`src/rtl/mips_multicycle_ctrl.sv`:
```
// Multicycle MIPS control FSM: decodes op/funct and sequences the datapath.
// Drives the ALU opp_code, mux selects, enables and memory requests.
module mips_multicycle_ctrl #(
    parameter int WAIT_LIMIT = 0
) (
    input  logic       clk,
    input  logic       rst,
    input  logic [5:0] op,
    input  logic [5:0] funct,
    input  logic       zero,
    input  logic       mem_ready,
    output logic [5:0] alu_op,
    output logic       alu_src_a,
    output logic [1:0] alu_src_b,
    output logic       imm_zext,
    output logic [1:0] pc_src,
    output logic       pc_en,
    output logic       ir_en,
    output logic       iord,
    output logic       mem_rd,
    output logic       mem_wr,
    output logic       reg_wr,
    output logic       reg_dst,
    output logic       mem_to_reg,
    output logic       instr_done,
    output logic       illegal,
    output logic       mem_err
);
    typedef enum logic [3:0] {
        S_FETCH, S_DECODE, S_MEM_ADDR, S_MEM_READ,
        S_MEM_WB, S_MEM_WRITE, S_EXEC_R, S_R_WB,
        S_EXEC_I, S_I_WB, S_BRANCH, S_JUMP
    } state_t;

    localparam int CW = (WAIT_LIMIT > 0) ? $clog2(WAIT_LIMIT + 1) : 1;

    localparam logic [5:0] ALU_AND  = 6'd0;
    localparam logic [5:0] ALU_OR   = 6'd1;
    localparam logic [5:0] ALU_ADD  = 6'd2;
    localparam logic [5:0] ALU_SUB  = 6'd6;
    localparam logic [5:0] ALU_NAND = 6'd7;
    localparam logic [5:0] ALU_NOR  = 6'd12;
    localparam logic [5:0] ALU_XOR  = 6'd13;

    state_t        state, state_nx;
    logic [CW-1:0] wait_cnt;
    logic          is_bne;
    logic          mem_err_q;
    logic          r_legal;
    logic [5:0]    r_alu;
    logic          mem_state;
    logic          expire;

    assign mem_err   = mem_err_q;
    assign mem_state = (state == S_FETCH) || (state == S_MEM_READ) ||
                       (state == S_MEM_WRITE);
    assign expire    = (WAIT_LIMIT > 0) && mem_state && !mem_ready &&
                       (wait_cnt == CW'(WAIT_LIMIT));

    always_comb begin
        r_legal = 1'b1;
        r_alu   = ALU_ADD;
        unique case (funct)
            6'h20:   r_alu = ALU_ADD;
            6'h22:   r_alu = ALU_SUB;
            6'h24:   r_alu = ALU_AND;
            6'h25:   r_alu = ALU_OR;
            6'h26:   r_alu = ALU_XOR;
            6'h27:   r_alu = ALU_NOR;
            6'h28:   r_alu = ALU_NAND;
            default: r_legal = 1'b0;
        endcase
    end

    always_comb begin
        state_nx   = state;
        alu_op     = ALU_ADD;
        alu_src_a  = 1'b0;
        alu_src_b  = 2'b00;
        imm_zext   = 1'b0;
        pc_src     = 2'b00;
        pc_en      = 1'b0;
        ir_en      = 1'b0;
        iord       = 1'b0;
        mem_rd     = 1'b0;
        mem_wr     = 1'b0;
        reg_wr     = 1'b0;
        reg_dst    = 1'b0;
        mem_to_reg = 1'b0;
        instr_done = 1'b0;
        illegal    = 1'b0;
        if (rst) begin
            state_nx = S_FETCH;
        end else begin
            unique case (state)
                S_FETCH: begin
                    mem_rd    = 1'b1;
                    alu_src_b = 2'b01;
                    if (mem_ready) begin
                        ir_en    = 1'b1;
                        pc_en    = 1'b1;
                        state_nx = S_DECODE;
                    end
                end
                S_DECODE: begin
                    alu_src_b = 2'b11;
                    unique case (op)
                        6'h00: begin
                            if (r_legal) state_nx = S_EXEC_R;
                            else begin
                                illegal  = 1'b1;
                                state_nx = S_FETCH;
                            end
                        end
                        6'h23, 6'h2B:               state_nx = S_MEM_ADDR;
                        6'h04, 6'h05:               state_nx = S_BRANCH;
                        6'h02:                      state_nx = S_JUMP;
                        6'h08, 6'h0C, 6'h0D, 6'h0E: state_nx = S_EXEC_I;
                        default: begin
                            illegal  = 1'b1;
                            state_nx = S_FETCH;
                        end
                    endcase
                end
                S_MEM_ADDR: begin
                    alu_src_a = 1'b1;
                    alu_src_b = 2'b10;
                    state_nx  = (op == 6'h23) ? S_MEM_READ : S_MEM_WRITE;
                end
                S_MEM_READ: begin
                    mem_rd = 1'b1;
                    iord   = 1'b1;
                    if (mem_ready) state_nx = S_MEM_WB;
                    else if (expire) state_nx = S_FETCH;
                end
                S_MEM_WB: begin
                    reg_wr     = 1'b1;
                    mem_to_reg = 1'b1;
                    instr_done = 1'b1;
                    state_nx   = S_FETCH;
                end
                S_MEM_WRITE: begin
                    mem_wr = 1'b1;
                    iord   = 1'b1;
                    if (mem_ready) begin
                        instr_done = 1'b1;
                        state_nx   = S_FETCH;
                    end else if (expire) state_nx = S_FETCH;
                end
                S_EXEC_R: begin
                    alu_src_a = 1'b1;
                    alu_op    = r_alu;
                    state_nx  = S_R_WB;
                end
                S_R_WB: begin
                    reg_wr     = 1'b1;
                    reg_dst    = 1'b1;
                    instr_done = 1'b1;
                    state_nx   = S_FETCH;
                end
                S_EXEC_I: begin
                    alu_src_a = 1'b1;
                    alu_src_b = 2'b10;
                    imm_zext  = (op != 6'h08);
                    unique case (op)
                        6'h0C:   alu_op = ALU_AND;
                        6'h0D:   alu_op = ALU_OR;
                        6'h0E:   alu_op = ALU_XOR;
                        default: alu_op = ALU_ADD;
                    endcase
                    state_nx = S_I_WB;
                end
                S_I_WB: begin
                    reg_wr     = 1'b1;
                    instr_done = 1'b1;
                    state_nx   = S_FETCH;
                end
                S_BRANCH: begin
                    alu_src_a  = 1'b1;
                    alu_op     = ALU_SUB;
                    pc_src     = 2'b01;
                    instr_done = 1'b1;
                    pc_en      = is_bne ? ~zero : zero;
                    state_nx   = S_FETCH;
                end
                S_JUMP: begin
                    pc_src     = 2'b10;
                    pc_en      = 1'b1;
                    instr_done = 1'b1;
                    state_nx   = S_FETCH;
                end
                default: state_nx = S_FETCH;
            endcase
        end
    end

    // Stall counter restarts whenever the FSM moves or the watchdog fires.
    always_ff @(posedge clk) begin
        if (rst) begin
            state     <= S_FETCH;
            wait_cnt  <= '0;
            mem_err_q <= 1'b0;
            is_bne    <= 1'b0;
        end else begin
            state <= state_nx;
            if (state == S_DECODE) is_bne <= (op == 6'h05);
            if (expire) mem_err_q <= 1'b1;
            if (expire || state_nx != state) wait_cnt <= '0;
            else if (WAIT_LIMIT > 0 && mem_state && !mem_ready)
                wait_cnt <= wait_cnt + CW'(1);
        end
    end
endmodule

```
`config.mk`:
```
export PLATFORM = sky130hd
export DESIGN_NAME = mips_multicycle_ctrl
export DESIGN_NICKNAME = d
export VERILOG_FILES = /design/src/rtl/mips_multicycle_ctrl.sv
export SDC_FILE = /design/constraint.sdc
export NUM_CORES = 1
export LEC_CHECK = 0
export BUFFER_PORTS_ARGS = -buffer_cell sky130_fd_sc_hd__buf_2
export CORE_MARGIN = 3
export CORE_UTILIZATION = 45
export CTS_BUF_LIST = sky130_fd_sc_hd__clkbuf_4 sky130_fd_sc_hd__clkbuf_8 sky130_fd_sc_hd__clkbuf_16
export CTS_CLUSTER_DIAMETER = 100
export DETAILED_ROUTE_END_ITERATION = 6
export GPL_TIMING_DRIVEN = 0
export PLACE_DENSITY = 0.8
export SYNTH_ARGS = -nofsm -noshare
export SYNTH_HDL_FRONTEND = slang
export SYNTH_SLANG_ARGS = --single-unit
```
`constraint.sdc`:
```
create_clock -name clk -period 1.79 [get_ports clk]
set_input_delay 0.0895 -clock clk [delete_from_list [all_inputs] [get_ports clk]]
set_output_delay 0.0895 -clock clk [all_outputs]
set_load 0.02 [all_outputs]
```
==> results.sh, run 1 <==
export IMPL_cp_arrival_ns=1.86
export IMPL_path_max_fanout=5
export IMPL_postSynthCellCount=143
export IMPL_place_ws_ns=-0.247
export IMPL_cp_end_kind="output pin"
export IMPL_violations="setup timing"
export IMPL_grt_ovfl_total=0
export IMPL_io_pins=39
export IMPL_cts_tree="done"
export IMPL_portBuffers=32
export IMPL_grt_max_degree=11
export IMPL_grt_usage_pct=26.1
export IMPL_drive_gt1_share_pct=42.5
export IMPL_num_rows=16
export IMPL_placed_cell_area_um2=1190
export IMPL_synth_area_leaders="dfxtp_1 10%, a21oi_1 5.1%, nor2b_1 5.1%, o21ai_0 4.6%, nor4_1 4.5%"
export IMPL_clk_latency_ns=0.25
export IMPL_r2r_start="state[3]$_SDFFE_PP0P_"
export IMPL_viasPerCell=6.23
export IMPL_ys_ff_latch=5
export IMPL_wl_per_cell_um=16.4
export IMPL_power_density_nw_per_um2=314
export IMPL_ctsRootBufferMaster="clkbuf_4"
export IMPL_ff2ff_setup_slack_ns=0.01
export IMPL_finish_instance_area_um2=1430
export IMPL_mostFrequentLayoutCell="buf_2"
export IMPL_p_leak_uw=0.000560
export IMPL_worstPathRequired_ns=1.70
export IMPL_syn_to_final_growth_pct=46.2
export IMPL_cpPeakStageDelay_ns=0.49
export IMPL_clk_pin_slew_ns=0.05
export IMPL_drc=0
export IMPL_start_util_pct=48.9
export IMPL_hold_viol=0
export IMPL_coreArea_um2=2000
export IMPL_yosys_warnings=0
export IMPL_peakVddDrop_v=0.000416
export IMPL_worst_pin_slew_ns=0.525
export IMPL_die_height_um=52.6
export IMPL_hp_class="in2reg"
export IMPL_setup_ws_ns=-0.160
export IMPL_synth_distinct_cells=49
export IMPL_crit_path_start_kind="register"
export IMPL_ctsHtreeMaxLevel=1
export IMPL_grt_pass1_vias=1187
export IMPL_dr_pass1_iters=4
export IMPL_cts_hold_buf=0
export IMPL_setup_viol=5
export IMPL_die_w_um=52.6
export IMPL_syn_avg_cell_area_um2=6.84
export IMPL_fin_crit_sh_pct=109
export IMPL_gp_congestion=0.923
export IMPL_cts_buffers=3
export IMPL_ys_flop_type="dfxtp_1"
export IMPL_yosysTopAreaCell="dfxtp_1"
export IMPL_ff2ff_path_depth=5
export IMPL_fin_skew_ns=0.00881
export IMPL_num_vias=1328
export IMPL_startpoint="state[3]$_SDFFE_PP0P_"
export IMPL_relSlewSlack_pct=65.0
export IMPL_drt_iter0_markers=51
export IMPL_crit_type="reg2out"
export IMPL_fin_crit_ns=1.95
export IMPL_n_antenna_cell=0
export IMPL_finalWirelength_mm=3.50
export IMPL_cts_buffer_depth=2
export IMPL_drv_slew=0
export IMPL_cap_viol_max_count=0
export IMPL_yosys_area_top_type_share_pct=10.2
export IMPL_hold_slack_ns=0.237
export IMPL_crit_path_end="alu_op[1]"
export IMPL_mostFrequentLayoutCells="30 x buf_2, 10 x buf_4, 8 x o21ai_0, 8 x nor2_1"
export IMPL_grt_pass1_wl_mm=5.51
export IMPL_crit_chain="and2b_2 > a21oi_2 > or3_4 > or4b_4 > buf_6"
export IMPL_synth_edf_count=0
export IMPL_max_clock_freq_mhz=513
export IMPL_fillerInstances=155
export IMPL_async_flop_share_pct=0
export IMPL_die_area_um2=2770
export IMPL_grt_antenna_before_repair=0
export IMPL_crit_slowest_cell="or4b_4"
export IMPL_clkSinkCount=5
export IMPL_fin_setup_tns_ns=-0.439
export IMPL_rsz0062_at_grt="yes"
export IMPL_yosysSeqAreaShare_pct=10.2
export IMPL_status="finished, violations left"
export IMPL_syn_area_um2=978
export IMPL_dp_hpwl_mm=2.28
export IMPL_r2r_end="is_bne$_SDFFE_PP0P_"
export IMPL_fin_nets=203
export IMPL_ant_nets=0
-- kinds of logic (layout without fill, tap and decap cells) --
family | count (synthesis) | count (layout) | synth area share, %
AND/OR/NAND/NOR | 68 | 68 | 44.0
XOR/XNOR | 5 | 5 | 4.48
adder cells (fa/ha/maj) | 1 | 1 | 1.02
other | 1 | 3 | 0.383
flip-flops | 5 | 5 | 10.2
AO/OA/AOI/OAI | 42 | 42 | 29.7
buffers and inverters | 21 | 62 | 10.2
-- worst min path at each step --
stage                                    from                     to  slack, ns  cells past startpoint
after global routing                    op[1]  state[3]$_SDFFE_PP0P_       0.24                      3
after floorplan                     mem_ready  state[0]$_SDFFE_PP0P_       0.28                      2
after CTS                               op[1]  state[3]$_SDFFE_PP0P_       0.22                      3
final                                   op[1]  state[3]$_SDFFE_PP0P_       0.24                      3
after global placement    is_bne$_SDFFE_PP0P_    is_bne$_SDFFE_PP0P_       0.47                      2
after detailed placement  is_bne$_SDFFE_PP0P_    is_bne$_SDFFE_PP0P_       0.47                      2
-- per-stage QoR --
| stage | util [%] | instances | power, uW |
|---|---|---|---|
| global placement | 59.5 | 204 | 279 |
| finish | 71.4 | 213 | 449 |
| detailed placement | 59.5 | 204 | 283 |
| global route | 71.4 | 213 | 477 |
| floorplan | - | 145 | 230 |
| CTS | 68.4 | 212 | 443 |
-- routing by layer --
metal  track usage [%]  share of wire, %  wire, um  vias up
li1                  -                 -         -      627
met1              32.9                42      1460      629
met2              45.0                51      1800       64
met3              4.27               6.2       218        8
met4              6.81              0.77        27        0
met5                 0                 0         0        -
-- worst max-delay path, delay by kind of cell (launching register included) --
kind            cells  cell delay (ns)
simple gates        3             1.06
flops               1             0.35
buf+inv             1             0.15
compound gates      1             0.05
-- flip-flops by register name, summed over array words and instances, names as in the netlist --
signal and cells:
is_bne 1, state 4
-- cell type report --
type | instances | area (um^2) | share of cell area [%]
flip-flops and latches | 5 | 113 | 7.87
plain buffers | 16 | 106 | 7.44
clock buffers | 4 | 30.0 | 2.10
inverters | 4 | 15.0 | 1.05
multi-input cells | 119 | 887 | 62.0
repair buffers | 38 | 245 | 17.1
well taps | 27 | 33.8 | 2.36
-- cell usage after synthesis, drive strengths merged (3+ instances only) --
library cell and number:
nor4 7, and3 3, nor4b 3, or4b 5, nor3 5, o21ai 9
nand2b 5, buf 9, nand2 7, o22a 3, clkbuf 8, xnor2 3
inv 4, nor2b 8, nor3b 4, nor2 8, a21oi 10, a2111oi 3
dfxtp 5
-- timing repair --
| action | CTS | global route |
|---|---|---|
| setup buffers | 5 | 1 |
| pin swaps | 6 | 7 |
| gates resized for setup | 32 | 18 |
| endpoints found under the setup margin | 16 | 14 |
-- power breakdown --
| part | total (uW) | switching (uW) | internal (uW) |
|---|---|---|---|
| Clock | 147 | 47.6 | 99.5 |
| Sequential | 116 | 5.08 | 110 |
| Combinational | 186 | 112 | 74.2 |
(Power assumes the default switching activity.)
==> run 2, diff against run 1 <==
--- a/config.mk
+++ b/config.mk
@@ -7,12 +7,12 @@
 export LEC_CHECK = 0
 export BUFFER_PORTS_ARGS = -buffer_cell sky130_fd_sc_hd__buf_2
 export CORE_MARGIN = 3
-export CORE_UTILIZATION = 45
+export CORE_UTILIZATION = 48
 export CTS_BUF_LIST = sky130_fd_sc_hd__clkbuf_4 sky130_fd_sc_hd__clkbuf_8 sky130_fd_sc_hd__clkbuf_16
 export CTS_CLUSTER_DIAMETER = 100
 export DETAILED_ROUTE_END_ITERATION = 6
 export GPL_TIMING_DRIVEN = 0
-export PLACE_DENSITY = 0.8
+export PLACE_DENSITY = 0.84
 export SYNTH_ARGS = -nofsm -noshare
 export SYNTH_HDL_FRONTEND = slang
 export SYNTH_SLANG_ARGS = --single-unit
==> run 2 against run 1 <==
Net effect: the run still ends with setup timing left; die area down 5.5%; via count down 1.4%; first-iteration DRC count down 14%; final cell count unchanged; worst hold slack worse by 0.027 ns; critical path type unchanged; largest cell class unchanged; highest routed layer unchanged.
==> results.sh, run 2 (synthesis results as in run 1) <==
export IMPL_cts_buffer_depth=2
export IMPL_path_max_fanout=6
export IMPL_cp_arrival_ns=1.85
export IMPL_cts_buffers=3
export IMPL_viasPerCell=6.15
export IMPL_grt_pass1_vias=1150
export IMPL_start_util_pct=53.7
export IMPL_grt_usage_pct=23.6
export IMPL_power_switching_uw=174
export IMPL_n_antenna_cell=0
export IMPL_cpPeakStageDelay_ns=0.57
export IMPL_regMostFlops="state"
export IMPL_die_w_um=51.2
export IMPL_clk_pin_slew_ns=0.05
export IMPL_setup_viol=4
export IMPL_drc=0
export IMPL_finalWirelength_mm=3.18
export IMPL_numPlacedInstances=202
export IMPL_dr_pass1_iters=4
export IMPL_worstPathRequired_ns=1.70
export IMPL_cp_end_kind="output pin"
export IMPL_status="finished, violations left"
export IMPL_relSlewSlack_pct=64.9
export IMPL_fin_setup_tns_ns=-0.321
export IMPL_grt_max_degree=11
export IMPL_p_clk_share_pct=34.8
export IMPL_hold_slack_ns=0.210
export IMPL_fin_skew_ns=0.00481
export IMPL_clk_latency_ns=0.26
export IMPL_mostFrequentLayoutCell="buf_2"
export IMPL_setup_ws_ns=-0.149
export IMPL_dp_hpwl_mm=2.18
export IMPL_drv_slew=0
export IMPL_hold_viol=0
export IMPL_grt_pass1_wl_mm=4.90
export IMPL_ctsRootBufferMaster="clkbuf_4"
export IMPL_p_leak_uw=0.000562
export IMPL_hp_class="in2reg"
export IMPL_path_buf_inv=2
export IMPL_internal_power_uw=285
export IMPL_largestRegisters="state (4), is_bne (1)"
export IMPL_die_area_um2=2620
export IMPL_crit_chain="or4b_4 > buf_4 > a41oi_1 > or4b_4 > buf_6"
export IMPL_combPwrFrac_pct=40.3
export IMPL_final_util_pct=77.3
export IMPL_mostFrequentLayoutCells="29 x buf_2, 14 x buf_4, 8 x o21ai_0"
export IMPL_crit_slowest_cell="or4b_4"
export IMPL_gp_congestion=0.919
export IMPL_sequentialPowerShare_pct=25.0
export IMPL_io_pins=39
export IMPL_swShare_pct=37.9
export IMPL_largest_reg_flops=4
export IMPL_num_rows=15
export IMPL_ant_nets=0
export IMPL_stdcell_count=213
export IMPL_fin_crit_ns=1.94
export IMPL_wl_per_cell_um=14.9
export IMPL_fin_nets=205
export IMPL_num_vias=1309
export IMPL_die_height_um=51.2
export IMPL_violations="setup timing"
export IMPL_fin_crit_sh_pct=108
export IMPL_portBuffers=32
export IMPL_syn_to_final_growth_pct=43.9
export IMPL_ctsHtreeMaxLevel=1
export IMPL_cts_tree="done"
export IMPL_path_delay_family="simple AND/OR/NAND/NOR gates"
export IMPL_power_density_nw_per_um2=327
export IMPL_rsz0062_at_grt="yes"
export IMPL_grt_ovfl_total=0
export IMPL_max_clock_freq_mhz=516
export IMPL_grt_antenna_before_repair=0
export IMPL_drt_iter0_markers=44
export IMPL_clkSinkCount=5
export IMPL_finalPower_uw=460
export IMPL_fillerInstances=134
export IMPL_peakVddDrop_v=0.000322
export IMPL_worst_pin_slew_ns=0.526
export IMPL_cp_common_cell="or4b_4"
export IMPL_cap_viol_max_count=0
export IMPL_drive_gt1_share_pct=42.0
export IMPL_coreArea_um2=1820
export IMPL_crit_type="reg2out"
export IMPL_crit_path_start_kind="register"
[run 2: cell types whose count changed in the layout (fill, tap and decap cells not counted), moves of 2 or more]
| cell | change |
|---|---|
| clkbuf_2 | +2 |
| clkbuf_4 | +3 |
| buf_4 | +4 |
| buf_6 | -4 |
[run 2: worst register-to-register path: cells and delay by family, from the launching register on]
kind            cells  cell delay, ns
simple gates        3            0.82
buf+inv             1            0.20
flops               1            0.35
compound gates      1            0.15
[run 2: what timing repair did]
item / in CTS / in global routing
hold buffers: 0 / 0
gates resized for setup: 26 / 13
pin swaps: 7 / 5
setup endpoints to repair: 14 / 10
setup buffers: 4 / 4
[run 2: cell type report]
| type | instances | area, um^2 | area share [%] |
|---|---|---|---|
| Inverter | 4 | 15.0 | 1.07 |
| Multi-Input combinational cell | 119 | 890 | 63.2 |
| Buffer | 16 | 95.1 | 6.76 |
| Sequential cell | 5 | 113 | 8.00 |
| Tap cell | 25 | 31.3 | 2.22 |
| Timing Repair Buffer | 40 | 234 | 16.6 |
| Clock buffer | 4 | 30.0 | 2.13 |
[run 2: through the flow]
stage | setup WS, ns | area [um^2]
3_5_place_dp | -0.155 | 1190
6_report | -0.149 | 1410
2_1_floorplan | -0.106 | 997
4_1_cts | -0.182 | 1320
3_3_place_gp | -0.158 | 1190
5_1_grt | -0.191 | 1410
[run 2: path summary, 6_finish.rpt]
path / to / from / slack, ns / depth (start not counted)
max: alu_op[1] / state[2]$_SDFFE_PP0P_ / -0.15 / 5
min: state[3]$_SDFFE_PP0P_ / op[1] / 0.21 / 3
max reg2reg: is_bne$_SDFFE_PP0P_ / state[3]$_SDFFE_PP0P_ / 0.20 / 5
min reg2reg: is_bne$_SDFFE_PP0P_ / is_bne$_SDFFE_PP0P_ / 0.47 / 2
[run 2: routing by layer]
metal  vias to the layer above  wire (um)  part of all wire (%)  GRT usage [%]
met5                         -          0                     0              0
met4                         0         48                   1.5           8.52
met3                         6        183                   5.8           4.08
met2                        44       1620                    51           39.3
met1                       621       1330                    42           30.1
li1                        638          -                     -              -
[run 2: power by group through the flow]
stage / combinational (uW) / clock (uW) / sequential (uW)
after floorplan: 112 / 0 / 119
after global placement: 158 / 0 / 120
after detailed placement: 162 / 0 / 120
after CTS: 171 / 159 / 115
after global routing: 200 / 161 / 115
final: 185 / 160 / 115
==> run 3, diff against run 2 <==
--- a/config.mk
+++ b/config.mk
@@ -5,14 +5,15 @@
 export SDC_FILE = /design/constraint.sdc
 export NUM_CORES = 1
 export LEC_CHECK = 0
+export ABC_AREA = 1
 export BUFFER_PORTS_ARGS = -buffer_cell sky130_fd_sc_hd__buf_2
 export CORE_MARGIN = 3
-export CORE_UTILIZATION = 48
+export CORE_UTILIZATION = 47
 export CTS_BUF_LIST = sky130_fd_sc_hd__clkbuf_4 sky130_fd_sc_hd__clkbuf_8 sky130_fd_sc_hd__clkbuf_16
 export CTS_CLUSTER_DIAMETER = 100
 export DETAILED_ROUTE_END_ITERATION = 6
 export GPL_TIMING_DRIVEN = 0
-export PLACE_DENSITY = 0.84
+export PLACE_DENSITY = 0.85
 export SYNTH_ARGS = -nofsm -noshare
 export SYNTH_HDL_FRONTEND = slang
 export SYNTH_SLANG_ARGS = --single-unit
==> run 3 against run 2 <==
Net effect: the flow now finishes without violations; final area fell by 20%; sequential power rose by 47%; core utilization fell by 8.6 points; worst setup slack improved by 0.29 ns; fmax rose by 17%; clock power fell by 13%; clock skew fell by 0.0038 ns; power rose by 71%; sequential cell count did not move; sequential share of layout area rose by 1.3 points; critical path depth rose by 3; critical path type unchanged.
==> results.sh, run 3 <==
export IMPL_regMostFlops="state"
export IMPL_mostFrequentLayoutCell="buf_2"
export IMPL_crit_slowest_cell="dfxtp_2"
export IMPL_postSynthCellCount=163
export IMPL_final_util_pct=68.7
export IMPL_synth_mux_area_share_pct=0
export IMPL_setup_viol=0
export IMPL_grt_antenna_before_repair=0
export IMPL_crit_path_start_kind="register"
export IMPL_drive_gt1_share_pct=36.3
export IMPL_grt_max_degree=11
export IMPL_cts_hold_buf=0
export IMPL_synth_simple_area_share_pct=53.2
export IMPL_ctsRootBufferMaster="clkbuf_4"
export IMPL_max_clock_freq_mhz=605
export IMPL_async_flop_share_pct=0
export IMPL_fillerInstances=162
export IMPL_cap_viol_max_count=0
export IMPL_synth_most_common_cell="nor2_1"
export IMPL_swShare_pct=50.2
export IMPL_ant_nets=0
export IMPL_power_density_nw_per_um2=701
export IMPL_synth_area_leaders="nor2_1 14%, dfxtp_1 11%, nand2_1 9.9%, inv_1 9.5%, nand3_1 7.5%"
export IMPL_power_switching_uw=394
export IMPL_worstPathRequired_ns=1.70
export IMPL_cts_buffer_depth=2
export IMPL_cp_arrival_ns=1.56
export IMPL_finalWirelength_mm=2.50
export IMPL_rsz0062_at_grt="no"
export IMPL_num_vias=1139
export IMPL_cts_setup_buffers=0
export IMPL_portBuffers=35
export IMPL_p_clk_share_pct=17.8
export IMPL_fin_nets=221
export IMPL_die_area_um2=2410
export IMPL_sequentialPowerShare_pct=21.6
export IMPL_syn_avg_cell_area_um2=5.34
export IMPL_crit_type="reg2out"
export IMPL_largest_reg_flops=4
export IMPL_start_util_pct=53.5
export IMPL_drv_slew=0
export IMPL_syn_to_final_growth_pct=28.6
export IMPL_ff2ff_path_depth=9
export IMPL_crit_chain="nor2_2 > inv_2 > nor2_2 > inv_2 > nor2_1 > a21oi_1 > a21oi_1 > buf_2"
export IMPL_die_height_um=49.0
export IMPL_io_pins=39
export IMPL_r2r_end="state[1]$_SDFFE_PP0P_"
export IMPL_wl_per_cell_um=11.0
export IMPL_hp_class="in2reg"
export IMPL_clk_latency_ns=0.24
export IMPL_coreArea_um2=1630
export IMPL_peakVddDrop_v=0.000533
export IMPL_mostFrequentLayoutCells="35 x buf_2, 32 x nor2_1, 23 x nand2_1"
export IMPL_yosysTopAreaCell="nor2_1"
export IMPL_path_delay_family="simple AND/OR/NAND/NOR gates"
export IMPL_clkSinkCount=5
export IMPL_cpPeakStageDelay_ns=0.36
export IMPL_synth_distinct_cells=29
export IMPL_grt_pass1_vias=1045
export IMPL_p_leak_uw=0.000637
export IMPL_path_buf_inv=3
export IMPL_status="completed"
export IMPL_synth_top_family_by_area="simple AND/OR/NAND/NOR gates"
export IMPL_yosys_area_top_type_share_pct=14.2
export IMPL_grt_ovfl_total=0
export IMPL_die_w_um=49.0
export IMPL_num_rows=14
export IMPL_dp_hpwl_mm=2.12
export IMPL_grt_pass1_wl_mm=4.28
export IMPL_fin_crit_sh_pct=92.4
export IMPL_cts_tree="done"
export IMPL_cts_buffers=3
export IMPL_synthXorXnorAreaFrac_pct=2.01
export IMPL_synthTopCellsByCount="33 x nor2_1, 23 x nand2_1, 22 x inv_1"
export IMPL_grt_usage_pct=21.7
export IMPL_synth_edf_count=0
export IMPL_fin_setup_tns_ns=0
export IMPL_n_antenna_cell=0
export IMPL_placed_cell_area_um2=1080
export IMPL_largestRegisters="state (4), is_bne (1)"
export IMPL_path_max_fanout=7
export IMPL_yosysSeqAreaShare_pct=11.5
export IMPL_synthAdderAreaFrac_pct=0
export IMPL_drc=0
export IMPL_crit_path_end="alu_op[2]"
export IMPL_startpoint="state[1]$_SDFFE_PP0P_"
export IMPL_fin_crit_ns=1.65
export IMPL_gp_congestion=0.871
export IMPL_yosys_warnings=0
export IMPL_cp_end_kind="output pin"
export IMPL_combPwrFrac_pct=60.6
export IMPL_path_depth=8
export IMPL_ys_ff_latch=5
export IMPL_hold_viol=0
export IMPL_clk_pin_slew_ns=0.04
export IMPL_viasPerCell=5.00
export IMPL_cts_resized=0
export IMPL_ys_flop_type="dfxtp_1"
export IMPL_drt_iter0_markers=40
export IMPL_internal_power_uw=391
export IMPL_r2r_start="state[2]$_SDFFE_PP0P_"
export IMPL_ff2ff_setup_slack_ns=0.46
export IMPL_ctsHtreeMaxLevel=1
export IMPL_syn_area_um2=871
export IMPL_fin_skew_ns=0.000990
export IMPL_dr_pass1_iters=4
export IMPL_finish_instance_area_um2=1120
export IMPL_synth_compound_area_share_pct=15.2
run 3: worst register-to-register path: stages, from the launching register on:
cell and delay [ns]:
dfxtp_1 0.40, nand2_2 0.12, inv_2 0.10, nand3_1 0.14, nand2_2 0.12, nand2_4 0.06, o21bai_1 0.13, inv_1 0.05
nand2_1 0.06, inv_1 0.04
run 3: per-stage QoR:
stage	cells	total power, uW	setup WS, ns	hold WS (ns)
after floorplan	165	510	0.212	0.234
after global placement	224	619	0.390	0.451
after detailed placement	224	629	0.362	0.458
after CTS	228	778	0.0833	0.202
after global routing	228	850	0.00577	0.253
final	228	785	0.136	0.217
run 3: power groups by stage:
| stage | Clock (uW) | Combinational (uW) | Sequential [uW] |
|---|---|---|---|
| 3_5_place_dp | 0 | 465 | 164 |
| 2_1_floorplan | 0 | 354 | 156 |
| 5_1_grt | 153 | 524 | 172 |
| 3_3_place_gp | 0 | 457 | 162 |
| 6_report | 140 | 475 | 169 |
| 4_1_cts | 149 | 467 | 161 |
run 3: worst min-delay path by stage:
stage	cells after the start	slack (ns)	from	endpoint
4_1_cts	4	0.20	mem_ready	state[2]$_SDFFE_PP0P_
6_report	4	0.22	mem_ready	state[2]$_SDFFE_PP0P_
3_3_place_gp	4	0.45	mem_ready	state[2]$_SDFFE_PP0P_
3_5_place_dp	4	0.46	mem_ready	state[2]$_SDFFE_PP0P_
5_1_grt	4	0.25	mem_ready	state[2]$_SDFFE_PP0P_
2_1_floorplan	1	0.23	rst	alu_src_b[0]
run 3: cell families (layout without fill, tap and decap cells):
family	count (synthesis)	after routing
simple gates	94	94
buf+inv	38	77
compound gates	23	23
flops	5	5
xor+xnor	2	2
other cells	1	3
run 3: layout make-up:
cell class / count / area [um^2] / share of cell area (%)
plain buffers: 5 / 30.0 / 2.68
clock buffers: 4 / 30.0 / 2.68
inverters: 33 / 124 / 11.1
multi-input cells: 122 / 627 / 56.0
flip-flops and latches: 5 / 104 / 9.27
well taps: 24 / 30.0 / 2.68
repair buffers: 35 / 175 / 15.6
run 3: metal layers:
metal  GRT usage, %  part of all wire [%]  wire, um
met1           28.5                    44      1090
met2           34.8                    50      1240
met3           2.75                   6.6       165
met4           9.95                     0         0
met5              0                     0         0
